[config.mk]
export PLATFORM = sky130hd
export DESIGN_NAME = pipe_stage_flat
export DESIGN_NICKNAME = d
export VERILOG_FILES = /design/src/rtl/pipe_stage_if.sv /design/src/rtl/pipe_stage.sv /design/src/flat_wrapper.sv
export SDC_FILE = /design/constraint.sdc
export NUM_CORES = 1
export LEC_CHECK = 0
export CELL_PAD_IN_SITES_DETAIL_PLACEMENT = 0
export CELL_PAD_IN_SITES_GLOBAL_PLACEMENT = 1
export CORE_ASPECT_RATIO = 0.6
export CORE_MARGIN = 8
export CORE_UTILIZATION = 29
export DETAILED_ROUTE_END_ITERATION = 12
export GPL_TIMING_DRIVEN = 1
export PLACE_DENSITY_LB_ADDON = 0.12
export SLEW_MARGIN = 20
export SYNTH_ARGS = -nofsm -noshare
export SYNTH_HDL_FRONTEND = slang
export SYNTH_SLANG_ARGS = --single-unit
[constraint.sdc]
create_clock -name clk -period 1.5 [get_ports clk]
set_input_delay 0.45 -clock clk [delete_from_list [all_inputs] [get_ports clk]]
set_output_delay 0.45 -clock clk [all_outputs]
set_load 0.05 [all_outputs]
[src/rtl/pipe_stage_if.sv]
// ============================================================================
// Module      : pipe_stage_if
// Description : Handshake bundle between a producer stage, pipe_stage and
//               the consuming stage. master = testbench/upstream side.
// Revision    : 1.0 - initial release
// ============================================================================
`default_nettype none

interface pipe_stage_if #(
    parameter int DATA_WIDTH = 64,
    parameter int CNT_WIDTH  = 16
);
    logic                  flush;
    logic                  in_valid;
    logic                  in_ready;
    logic [DATA_WIDTH-1:0] in_data;
    logic                  out_valid;
    logic                  out_ready;
    logic [DATA_WIDTH-1:0] out_data;
    logic [CNT_WIDTH-1:0]  stall_count;

    modport master (
        output flush,
        output in_valid,
        output in_data,
        output out_ready,
        input  in_ready,
        input  out_valid,
        input  out_data,
        input  stall_count
    );

    modport slave (
        input  flush,
        input  in_valid,
        input  in_data,
        input  out_ready,
        output in_ready,
        output out_valid,
        output out_data,
        output stall_count
    );
endinterface

`default_nettype wire

[src/rtl/pipe_stage.sv]
// ============================================================================
// Module      : pipe_stage
// Description : Elastic valid/ready pipeline register with synchronous flush
//               and a saturating back-pressure counter. Define PIPE_SKID_EN
//               for the two-entry skid build with a registered in_ready.
// Revision    : 1.0 - initial release
// ============================================================================
`default_nettype none

module pipe_stage #(
    parameter int DATA_WIDTH = 64,
    parameter int CNT_WIDTH  = 16
) (
    input  logic        clk,
    input  logic        reset,
    pipe_stage_if.slave bus
);

    generate
        if (DATA_WIDTH <= 0) begin : g_bad_data_width
            $error("pipe_stage: DATA_WIDTH must be > 0");
        end
        if (CNT_WIDTH <= 0) begin : g_bad_cnt_width
            $error("pipe_stage: CNT_WIDTH must be > 0");
        end
    endgenerate

    localparam logic [CNT_WIDTH-1:0] c_cnt_max = '1;

    typedef enum logic [1:0] {
        ST_EMPTY = 2'd0,
        ST_FULL  = 2'd1,
        ST_SKID  = 2'd2
    } state_t;

    state_t                r_state;
    logic                  r_out_valid;
    logic [DATA_WIDTH-1:0] r_main;
    logic [CNT_WIDTH-1:0]  r_stall_cnt;
    logic                  w_in_ready;
    logic                  w_in_xfer;
    logic                  w_out_xfer;

`ifdef PIPE_SKID_EN
    logic                  r_in_ready;
    logic [DATA_WIDTH-1:0] r_skid;

    // Ready comes straight from a flop so out_ready never reaches upstream.
    assign w_in_ready = r_in_ready;
`else
    assign w_in_ready = ~r_out_valid | bus.out_ready;
`endif

    assign w_in_xfer  = bus.in_valid & w_in_ready;
    assign w_out_xfer = r_out_valid & bus.out_ready;

`ifdef PIPE_SKID_EN
    always_ff @(posedge clk or negedge reset) begin
        if (!reset) begin
            r_state     <= ST_EMPTY;
            r_out_valid <= 1'b0;
            r_in_ready  <= 1'b1;
            r_main      <= '0;
            r_skid      <= '0;
        end else if (bus.flush) begin
            r_state     <= ST_EMPTY;
            r_out_valid <= 1'b0;
            r_in_ready  <= 1'b1;
        end else begin
            case (r_state)
                ST_EMPTY: begin
                    if (w_in_xfer) begin
                        r_state     <= ST_FULL;
                        r_out_valid <= 1'b1;
                        r_main      <= bus.in_data;
                    end
                end
                ST_FULL: begin
                    if (w_in_xfer && w_out_xfer) begin
                        r_main <= bus.in_data;
                    end else if (w_in_xfer) begin
                        r_state    <= ST_SKID;
                        r_skid     <= bus.in_data;
                        r_in_ready <= 1'b0;
                    end else if (w_out_xfer) begin
                        r_state     <= ST_EMPTY;
                        r_out_valid <= 1'b0;
                    end
                end
                ST_SKID: begin
                    if (w_out_xfer) begin
                        r_state    <= ST_FULL;
                        r_main     <= r_skid;
                        r_in_ready <= 1'b1;
                    end
                end
                default: begin
                    r_state     <= ST_EMPTY;
                    r_out_valid <= 1'b0;
                    r_in_ready  <= 1'b1;
                end
            endcase
        end
    end
`else
    always_ff @(posedge clk or negedge reset) begin
        if (!reset) begin
            r_state     <= ST_EMPTY;
            r_out_valid <= 1'b0;
            r_main      <= '0;
        end else if (bus.flush) begin
            r_state     <= ST_EMPTY;
            r_out_valid <= 1'b0;
        end else begin
            case (r_state)
                ST_EMPTY: begin
                    if (w_in_xfer) begin
                        r_state     <= ST_FULL;
                        r_out_valid <= 1'b1;
                        r_main      <= bus.in_data;
                    end
                end
                ST_FULL: begin
                    // An input transfer while FULL implies out_ready, so it
                    // always coincides with an output transfer.
                    if (w_out_xfer) begin
                        if (w_in_xfer) begin
                            r_main <= bus.in_data;
                        end else begin
                            r_state     <= ST_EMPTY;
                            r_out_valid <= 1'b0;
                        end
                    end
                end
                default: begin
                    r_state     <= ST_EMPTY;
                    r_out_valid <= 1'b0;
                end
            endcase
        end
    end
`endif

    // Performance counter: only reset clears it, flush leaves it untouched.
    always_ff @(posedge clk or negedge reset) begin
        if (!reset) begin
            r_stall_cnt <= '0;
        end else if (r_out_valid && !bus.out_ready && (r_stall_cnt != c_cnt_max)) begin
            r_stall_cnt <= r_stall_cnt + 1'b1;
        end
    end

    assign bus.in_ready    = w_in_ready;
    assign bus.out_valid   = r_out_valid;
    assign bus.out_data    = r_main;
    assign bus.stall_count = r_stall_cnt;

endmodule

`default_nettype wire

[src/flat_wrapper.sv]
// flat-port wrapper written by rule: the top's interface ports become plain ports
module pipe_stage_flat 
#(
    parameter int DATA_WIDTH = 64,
    parameter int CNT_WIDTH  = 16
)
  (clk, reset, bus_flush, bus_in_valid, bus_in_data, bus_out_ready, bus_in_ready, bus_out_valid, bus_out_data, bus_stall_count);
  pipe_stage_if #(.DATA_WIDTH(DATA_WIDTH), .CNT_WIDTH(CNT_WIDTH)) bus_i ();
  input  logic clk;
  input  logic reset;
  input wire logic [$bits(bus_i.flush)-1:0] bus_flush;
  input wire logic [$bits(bus_i.in_valid)-1:0] bus_in_valid;
  input wire logic [$bits(bus_i.in_data)-1:0] bus_in_data;
  input wire logic [$bits(bus_i.out_ready)-1:0] bus_out_ready;
  output wire logic [$bits(bus_i.in_ready)-1:0] bus_in_ready;
  output wire logic [$bits(bus_i.out_valid)-1:0] bus_out_valid;
  output wire logic [$bits(bus_i.out_data)-1:0] bus_out_data;
  output wire logic [$bits(bus_i.stall_count)-1:0] bus_stall_count;
  assign bus_i.flush = bus_flush;
  assign bus_i.in_valid = bus_in_valid;
  assign bus_i.in_data = bus_in_data;
  assign bus_i.out_ready = bus_out_ready;
  assign bus_in_ready = bus_i.in_ready;
  assign bus_out_valid = bus_i.out_valid;
  assign bus_out_data = bus_i.out_data;
  assign bus_stall_count = bus_i.stall_count;
  pipe_stage #(.DATA_WIDTH(DATA_WIDTH), .CNT_WIDTH(CNT_WIDTH)) u_core (.clk(clk), .reset(reset), .bus(bus_i));
endmodule
=== Yosys cells after proc, flatten, opt, wreduce, memory -nomap -nowiden ===
Cells that the tools add are included.

* Equal/unequal tests: 6
* Bitwise operators: 5
* Reductions and logical operators: 7
* Muxes and demuxes: 13
* Add/sub/neg operators: 1

{| class="wikitable"
|+ Operators by type and width
! cell !! number
|-
| $mux W64 || 2
|-
| $pmux W64 S2 || 1
|-
| $add A16 B1 Y16 const B || 1
|-
| $ne A16 B16 Y1 const B || 1
|-
| $mux W2 || 4
|-
| $ne A3 B2 Y1 const B || 2
|-
| $reduce_and A3 Y1 || 2
|-
| $mux W1 || 4
|-
| $pmux W2 S2 || 1
|-
| $ne A3 B3 Y1 const B || 1
|-
| $and A1 B1 Y1 || 2
|-
| $eq A2 B1 Y1 const B || 1
|-
| $logic_and A1 B1 Y1 || 2
|-
| $logic_not A2 Y1 || 1
|-
| $ne A2 B1 Y1 const B || 1
|-
| $not A1 Y1 || 2
|-
| $pmux W1 S2 || 1
|-
| $reduce_bool A2 Y1 || 1
|-
| $logic_not A1 Y1 || 1
|-
| $or A1 B1 Y1 || 1
|}

* Flip-flop bits (word level): 83
* Output and inout bits: 82
* Logic and storage cells: 36

=== Longest topological paths before layout ===
Gate-level depths: netlist (run 1).

* Word-level depth: 7
* Depth in mapped cells: 5

=== Worst setup path before layout (run 1) ===
No wires, ideal clock.

* Path type: register to register
* Start: register, netlist name u_core.r_state[0]
* End: register u_core.r_stall_cnt[10], in the netlist u_core.bus.stall_count[10]
* Arrival: 2074 ps
* Setup time: 142 ps
* Buffers on the path: 0
* Clock period less this slack: 2215 ps
* Cell stages (with the launch flop): 6
* Path slack: -715 ps
* Cell sequence: dfrtp_1 nor2b_2 clkinv_1 nor3_2 nand4_1 xnor2_1

{| class="wikitable"
|+ RTL lines
! element !! RTL line !! text
|-
| end signal: assignment || pipe_stage.sv:149 || <nowiki>r_stall_cnt <= r_stall_cnt + 1'b1;</nowiki>
|-
| end: declaration || pipe_stage.sv:39 || <nowiki>logic [CNT_WIDTH-1:0] r_stall_cnt;</nowiki>
|}

=== Final worst setup path (run 1) ===
* Start: input bus_flush
* End: register u_core.r_main[55], in the netlist u_core.bus.out_data[55]

* Word-level cells in the longest chain between the ends: 2

{| class="wikitable"
|+ RTL lines
! element !! RTL line !! text
|-
| start: declaration || flat_wrapper.sv:11 || <nowiki>input wire logic [$bits(bus_i.flush)-1:0] bus_flush;</nowiki>
|-
| $not A1 Y1 (no source line) || - ||
|-
| $reduce_and A3 Y1 (no source line) || - ||
|-
| end signal: assignment || pipe_stage.sv:120 || <nowiki>r_main <= bus.in_data;</nowiki>
|-
| end signal: assignment || pipe_stage.sv:128 || <nowiki>r_main <= bus.in_data;</nowiki>
|-
| end: declaration || pipe_stage.sv:38 || <nowiki>logic [DATA_WIDTH-1:0] r_main;</nowiki>
|}

No other way between the ends.
A chain may end at the register's enable or synchronous reset.

==> results.md, run 1 <==
* Vias in the first global route at between 2000 and 3000
* Layout area overhead at 122%
* Pwr Total at about 9.6 mW
* CTS Hold Bufs at 0
* First-pass GRT wire length at around 17 mm
* CP endpoint: u_core.bus.out_data[55]$_DFFE_PN0P_
* DR vias at 2571
* Crit path depth at 6
* Unrepaired setup endpoints after global routing: yes
* DRC at 0
* Crit-path cells: clkdlybuf4s50_1, nor3b_4, buf_6, buf_12, clkbuf_16, mux2_4
* Status: finished with violations
* Final hold violations at 0
* Cell variety after synth at 32
* Via-per-instance ratio at between 4 and 5
* Power density cells at 1340 nW/µm²
* Flop and latch count out of synthesis at ~80
* Max Cap Viol at 0
* Synthesized area per cell at 14.7 µm²
* Most common cell after layout, fill and taps aside: buf_12
* Worst Setup SP: bus_flush
* Top_reg_cell synth: dfrtp_1
* Drt wl/cell at about 19 µm
* Remaining global-route overflow at 0
* Final worst path period need at around 1700 ps
* Die area at between 10000 and 15000 µm²
* Clk sinks at 81
* Worst r2r src: u_core.r_state[0]$_DFFE_PN0P_
* Commonest non-fill, non-tap cells in the layout: buf_12 (90), clkdlybuf4s50_1 (66), mux2_4 (65)
* Syn. warnings at 0
* CP bufs+invs at 4
* Remaining antenna violation count after routing at 0
* Final Skew at ~3.3 ps
* Layout cell share with drive strength beyond 1 at around three fifths
* CP Capture Type: flip-flop
* Setup violators final at 76
* Critical path class: in -> reg
* Non-filler cells, final at around 580
* H-Tree Depth at 3
* Finished Cell Area at 7210 µm²
* Post-synth ARST share at between 90% and 100%
* TritonCTS clock tree: yes
* Buffers added on ports at 150
* CTS Buf Count at 9
* Final GP Congestion at 0.775
* Cells after synthesis at 220
* Hold crit path type: in -> async
* RR Endpoint: u_core.bus.out_data[55]$_DFFE_PN0P_
* Slowest CP cell: clkdlybuf4s50_1
* Number of top-level pins at approximately 150
* Worst Slack Setup Final at -186 ps
* Fin nets at 504
* Crit-path leading delay family: buffers and inverters
* Post-DP HPWL at approximately 7.6 mm
* Leakage at ~3.2 nW
* Cell Area, Synth at about 3200 µm²
* R2r worst-path depth at 7
* WP data arrival at ~1900 ps
* First-pass DRT Iterations at 4
* Final period util at 112%
* Largest net degree at the start of global routing at 24
* Initial drt markers at between 50 and 60
* Clock latency on the worst-skew pair at about 330 ps
* Setup slack, reg-to-reg at -180 ps
* Placed cell area at ~6300 µm²
* Top cell type's share of synthesized area at between 60% and 70%
* Worst-path clk slew at 60 ps
* Violated checks: setup timing
* Top cells by area, synth: dfrtp_1 (62%), mux2_2 (22%), xor2_1 (1.9%)
* Largest area contributor in the netlist: dfrtp_1
* Initial antenna violation count at 0
* Clock buffer depth at 2
* Antenna cell count at 0
* CP Data Required Time at roughly 1700 ps
* Final WL at between 10 and 15 mm
* Fmax at ~0.6 GHz
* Initial Utilization at 29.2%
* Dpl cells at between 500 and 600
* Max_slew headroom at 76.0%
* CP peak stage delay at roughly 470 ps
* Die height at ~98 µm
* Post-synth EDFFs at 0
* Final Max Tran Viols at 0
* Worst-margin pin slew at around 360 ps
* Register area share after synthesis at about 62%
* Startpoint types: input port
* Core area at 11100 µm²
* Synthesized netlist net count at between 200 and 300
* Total GRT Usage at 14.3%
* VDD IR max at 0.665 mV
* Die X at approximately 150 µm
* Number of core rows at 30
* Max FO, Critical Path at 5
* Clk root buf: clkbuf_16
==> metrics by stage <==
| step | TNS, ps | util (%) | setup WS, ps | hold slack [ps] |
|---|---|---|---|---|
| 6_report | -10900 | 64.9 | -186 | 17.1 |
| 5_1_grt | -14830 | 64.9 | -225 | 30.5 |
| 4_1_cts | -9270 | 62.7 | -202 | 16.2 |
| 3_5_place_dp | -44520 | 56.7 | -643 | 375 |
| 3_3_place_gp | -42670 | 56.7 | -605 | 372 |
| 2_1_floorplan | -10110 | - | -180 | 154 |
==> synthesized netlist by cell type, types with 2 or more instances <==
| cell type | instances |
|---|---|
| xnor2_1 | 3 |
| and3_2 | 2 |
| inv_1 | 3 |
| nor3_1 | 5 |
| mux2_2 | 64 |
| and4_1 | 2 |
| nand4_1 | 4 |
| xor2_1 | 7 |
| nand2_1 | 5 |
| nand3_1 | 5 |
| buf_2 | 8 |
| nor2_1 | 4 |
| a21oi_1 | 5 |
| and3_1 | 3 |
| dfrtp_1 | 81 |
| o21ai_0 | 3 |
==> kinds of logic (layout without fill, tap and decap cells) <==
family	Yosys count	after routing	synth area share, %
xor gates and xnor gates	10	10	2.70
adders and majority gates	1	1	0.386
and+or+nand+nor	40	40	7.79
AOI/OAI and AO/OA	11	11	2.28
buffers and inverters	12	231	1.70
muxes	65	65	22.7
DFF	81	81	62.5
==> worst register-to-register path, stage by stage (launching register included) <==
cell and delay [ps]:
dfrtp_2 400, nor2b_4 130, buf_6 110, nor3b_4 180, buf_6 160, buf_12 140
clkbuf_16 160, mux2_4 300
==> layout make-up <==
| type | count | area (µm²) |
|---|---|---|
| Fill cell | 820 | 3900 |
| Inverter | 4 | 27.5 |
| Tap cell | 144 | 180 |
| Clock inverter | 5 | 55.1 |
| Multi-Input combinational cell | 127 | 1530 |
| Sequential cell | 81 | 2050 |
| Clock buffer | 11 | 243 |
| Timing Repair Buffer | 211 | 3130 |
==> metal layers <==
metal	wire, µm	track usage [%]	share of wire, %
met1	5190	19.4	48
met2	4570	19.8	42
met3	950	7.23	8.8
met4	80	2.95	0.74
met5	0	0	0
==> worst min-delay path by stage <==
stage                from                                    end  cells after the start
floorplan           reset     u_core.bus.out_data[0]$_DFFE_PN0P_                      0
global placement    reset  u_core.bus.stall_count[8]$_DFFE_PN0P_                      1
detailed placement  reset  u_core.bus.stall_count[8]$_DFFE_PN0P_                      1
CTS                 reset  u_core.bus.stall_count[8]$_DFFE_PN0P_                      1
global route        reset    u_core.bus.out_data[31]$_DFFE_PN0P_                      1
finish              reset    u_core.bus.out_data[31]$_DFFE_PN0P_                      1
==> sequential cells by signal, indices dropped and copies added, names as in the netlist <==
| signal | cells |
|---|---|
| u_core.bus.stall_count | 16 |
| u_core.r_state | 1 |
| u_core.bus.out_data | 64 |
==> report_power, final <==
part / internal [mW] / leakage, nW / switching [mW]
logic: 2.45 / 2.14 / 2.02
registers: 2.57 / 0.955 / 0.421
clock network: 1.33 / 0.142 / 0.850
==> repair_timing <==
| action | CTS | global route |
|---|---|---|
| cloned | 5 | 3 |
| pin swaps | 4 | 8 |
| gates resized for setup | 46 | 23 |
| buffers inserted | 9 | 10 |
| setup endpoints to repair | 89 | 93 |
Power figures use the tool's default switching activity.
==> run 2: changes to the inputs <==
--- a/config.mk
+++ b/config.mk
@@ -11,7 +11,7 @@
 export CORE_MARGIN = 8
 export CORE_UTILIZATION = 29
 export DETAILED_ROUTE_END_ITERATION = 12
-export GPL_TIMING_DRIVEN = 1
+export GPL_TIMING_DRIVEN = 0
 export PLACE_DENSITY_LB_ADDON = 0.12
 export SLEW_MARGIN = 20
 export SYNTH_ARGS = -nofsm -noshare
==> run 2 against run 1 <==
Effect of this change:
- the run still ends with setup timing left
- sequential power decreased by 5%
- critical path depth is the same
- via count decreased by 1.9%
- power fell by 13%
- clock skew increased by 3.9 ps
- core utilization shrank 12 points
- global-route usage fell by 0.95 points
- combinational power shrank 31%
- die area unchanged
- cell count fell by 2.9%
- first-iteration DRC count up 1.8%
- clock power rose by 13%
- critical path type is now reg -> reg
- largest cell class is now flip-flops and latches
- highest routed layer unchanged
==> results.md, run 2 (same netlist as run 1, synthesis figures left out) <==
* Power density cells at 1430 nW/µm² (+7.1%)
* Fmax at 0.612 GHz (+3.3%)
* R2r worst-path depth at 6 (-1)
* Pre-CTS setup slack at -953 ps (-309 ps)
* Final hold violations at 0 (unchanged)
* Met2 usage at 16.9% (-2.9 points)
* CP Capture Type: flip-flop
* DRC at 0 (unchanged)
* Setup violators final at 74 (-2.6%)
* Multi-input logic area at 1570 µm² (+3.0%)
* TritonCTS clock tree: yes
* H-Tree Depth at 3 (unchanged)
* Switching pwr at 3.07 mW (-6.7%)
* Grt met1 use at 18.6% (-0.73 points)
* Most Crowded Layer GR: met1
* Layout area overhead at 80.8%
* Setup slack, reg-to-reg at -130 ps (+50 ps)
* Max_slew headroom at 63.5% (-13 points)
* Dpl cells at 515 (-4.6%)
* Clk root buf: clkbuf_16
* Remaining antenna violation count after routing at 0 (unchanged)
* Max Cap Viol at 0 (unchanged)
* Number of core rows at 30 (unchanged)
* VDD IR max at 0.700 mV (+5.3%)
* Filler cells at 964 (+18%)
* Die X at 153 µm (unchanged)
* Initial antenna violation count at 0 (unchanged)
* First-pass GRT wire length at 15.8 mm (-5.9%)
* Max FO, Critical Path at 10 (+5)
* Share of total power in the clock network at 29.3% (+6.7 points)
* Core area at 11100 µm² (unchanged)
* Unrepaired setup endpoints after global routing: yes
* Remaining global-route overflow at 0 (unchanged)
* Number of top-level pins at 151 (unchanged)
* GR met3 Demand/Resource at 7.58% (+0.35 points)
* Internal power at 5.32 mW (-16%)
* CTS Buf Count at 9 (unchanged)
* Final GP Congestion at 0.713 (-8.0%)
* Sequential share of power at 33.9% (+2.9 points)
* Die area at 14900 µm² (unchanged)
* Worst Slack Setup Final at -133 ps (+53.2 ps)
* Final period util at 109% (-3.5 points)
* Vias in the first global route at 2722 (-5.2%)
* WP data arrival at 1850 ps (-50 ps)
* Switching share of power at 36.6% (+2.5 points)
* Clock buffer depth at 2 (unchanged)
* Drt wl/cell at 17.9 µm (-3.4%)
* Worst-path clk slew at 60 ps (about the same)
* Post-DP HPWL at 6.82 mm (-9.8%)
* Worst Setup SP: u_core.r_state[0]$_DFFE_PN0P_
* Hold crit path type: in -> async
* Commonest non-fill, non-tap cells in the layout: buf_2 (66), mux2_4 (65), clkdlybuf4s50_1 (64), dfrtp_1 (64), buf_4 (28)
* Layout cell share with drive strength beyond 1 at 59.5% (-0.43 points)
* CP Data Required Time at 1720 ps (about the same)
* Largest net degree at the start of global routing at 43 (+79%)
* Die height at 97.9 µm (unchanged)
* Final WL at 10.1 mm (-6.3%)
* Most common cell after layout, fill and taps aside: buf_2
* Worst-margin pin slew at 548 ps (+190 ps)
* Initial Utilization at 29.2% (unchanged)
* Clock latency on the worst-skew pair at 330 ps (about the same)
* Total GRT Usage at 13.3% (-0.95 points)
* Final worst path period need at 1630 ps (-53.2 ps)
* Antenna cell count at 0 (unchanged)
* Critical path class: reg -> reg
* Hold Slack at 96.4 ps (+79.3 ps)
* Non-filler cells, final at 566 (-2.9%)
* Via-per-instance ratio at 4.46 (+1.1%)
* RR Endpoint: u_core.bus.out_data[10]$_DFFE_PN0P_
* Buffers added on ports at 150 (unchanged)
* Logic pwr share at 36.8% (-9.6 points)
* Worst r2r src: u_core.r_state[0]$_DFFE_PN0P_
* Status: finished with violations
* Final Skew at 7.24 ps (+3.94 ps)
* Final design utilization at 52.8% (-12 points)
* Final Max Tran Viols at 0 (unchanged)
* Final TNS setup at -5920 ps (+4970 ps)
* DR vias at 2523 (-1.9%)
* Largest register FFs at 64 (unchanged)
* Fin nets at 487 (-3.4%)
* Initial drt markers at 58 (+1.8%)
* Startpoint types: flip-flop
* Clk sinks at 81 (unchanged)
* Leakage at 2.73 nW (-15%)
* Violated checks: setup timing
* First-pass DRT Iterations at 4 (unchanged)
* Register Area at 2050 µm² (unchanged)
run 2: worst max-delay path by stage:
stage / end / slack, ps / cells after the start
after floorplan: u_core.bus.stall_count[1]$_DFFE_PN0P_ / -180 / 4
after global placement: u_core.bus.stall_count[15]$_DFFE_PN0P_ / -3470 / 1
after detailed placement: bus_in_ready / -950 / 4
after CTS: u_core.bus.out_data[40]$_DFFE_PN0P_ / -140 / 7
after global routing: u_core.bus.out_data[10]$_DFFE_PN0P_ / -180 / 6
final: u_core.bus.out_data[10]$_DFFE_PN0P_ / -130 / 6
run 2: power groups by stage:
| stage | registers, mW | logic, mW | clock network, mW |
|---|---|---|---|
| after floorplan | 4.14 | 0.662 | 0 |
| after global placement | 2.87 | 3.07 | 0 |
| after detailed placement | 2.88 | 3.08 | 0 |
| after CTS | 2.81 | 2.96 | 2.55 |
| after global routing | 2.90 | 3.24 | 2.62 |
| final | 2.84 | 3.09 | 2.46 |
run 2: critical path, stage by stage, from the launching register on:
cell	delay, ps
dfrtp_2	390
nor2b_4	150
nor3b_4	230
buf_6	150
buf_12	130
buf_12	150
mux2_4	310
run 2: stage by stage:
step	area (µm²)	power (mW)
5_1_grt	5860	8.75
3_5_place_dp	5310	5.96
4_1_cts	5550	8.32
6_report	5860	8.39
2_1_floorplan	3600	4.80
3_3_place_gp	5280	5.93
run 2: cell type report:
class,instances,area share (%)
plain buffers,6,1.90
clock buffers,11,4.31
multi-input cells,127,26.8
well taps,144,3.07
inverters,4,0.341
clock inverters,5,1.47
repair buffers,188,27.2
flip-flops and latches,81,34.9
run 2: metal layers:
layer  routed length, µm  up-vias
li1                    -     1179
met4                  87        0
met1                5040     1233
met2                3920      101
met5                   0        -
met3                1060       10
run 2: what timing repair did:
item	CTS	global route
hold endpoints to repair	0	0
gates cloned	3	1
setup endpoints to repair	161	87
hold buffers	0	0
resized for setup	447	55
pin swaps	7	22
buffers inserted	17	20
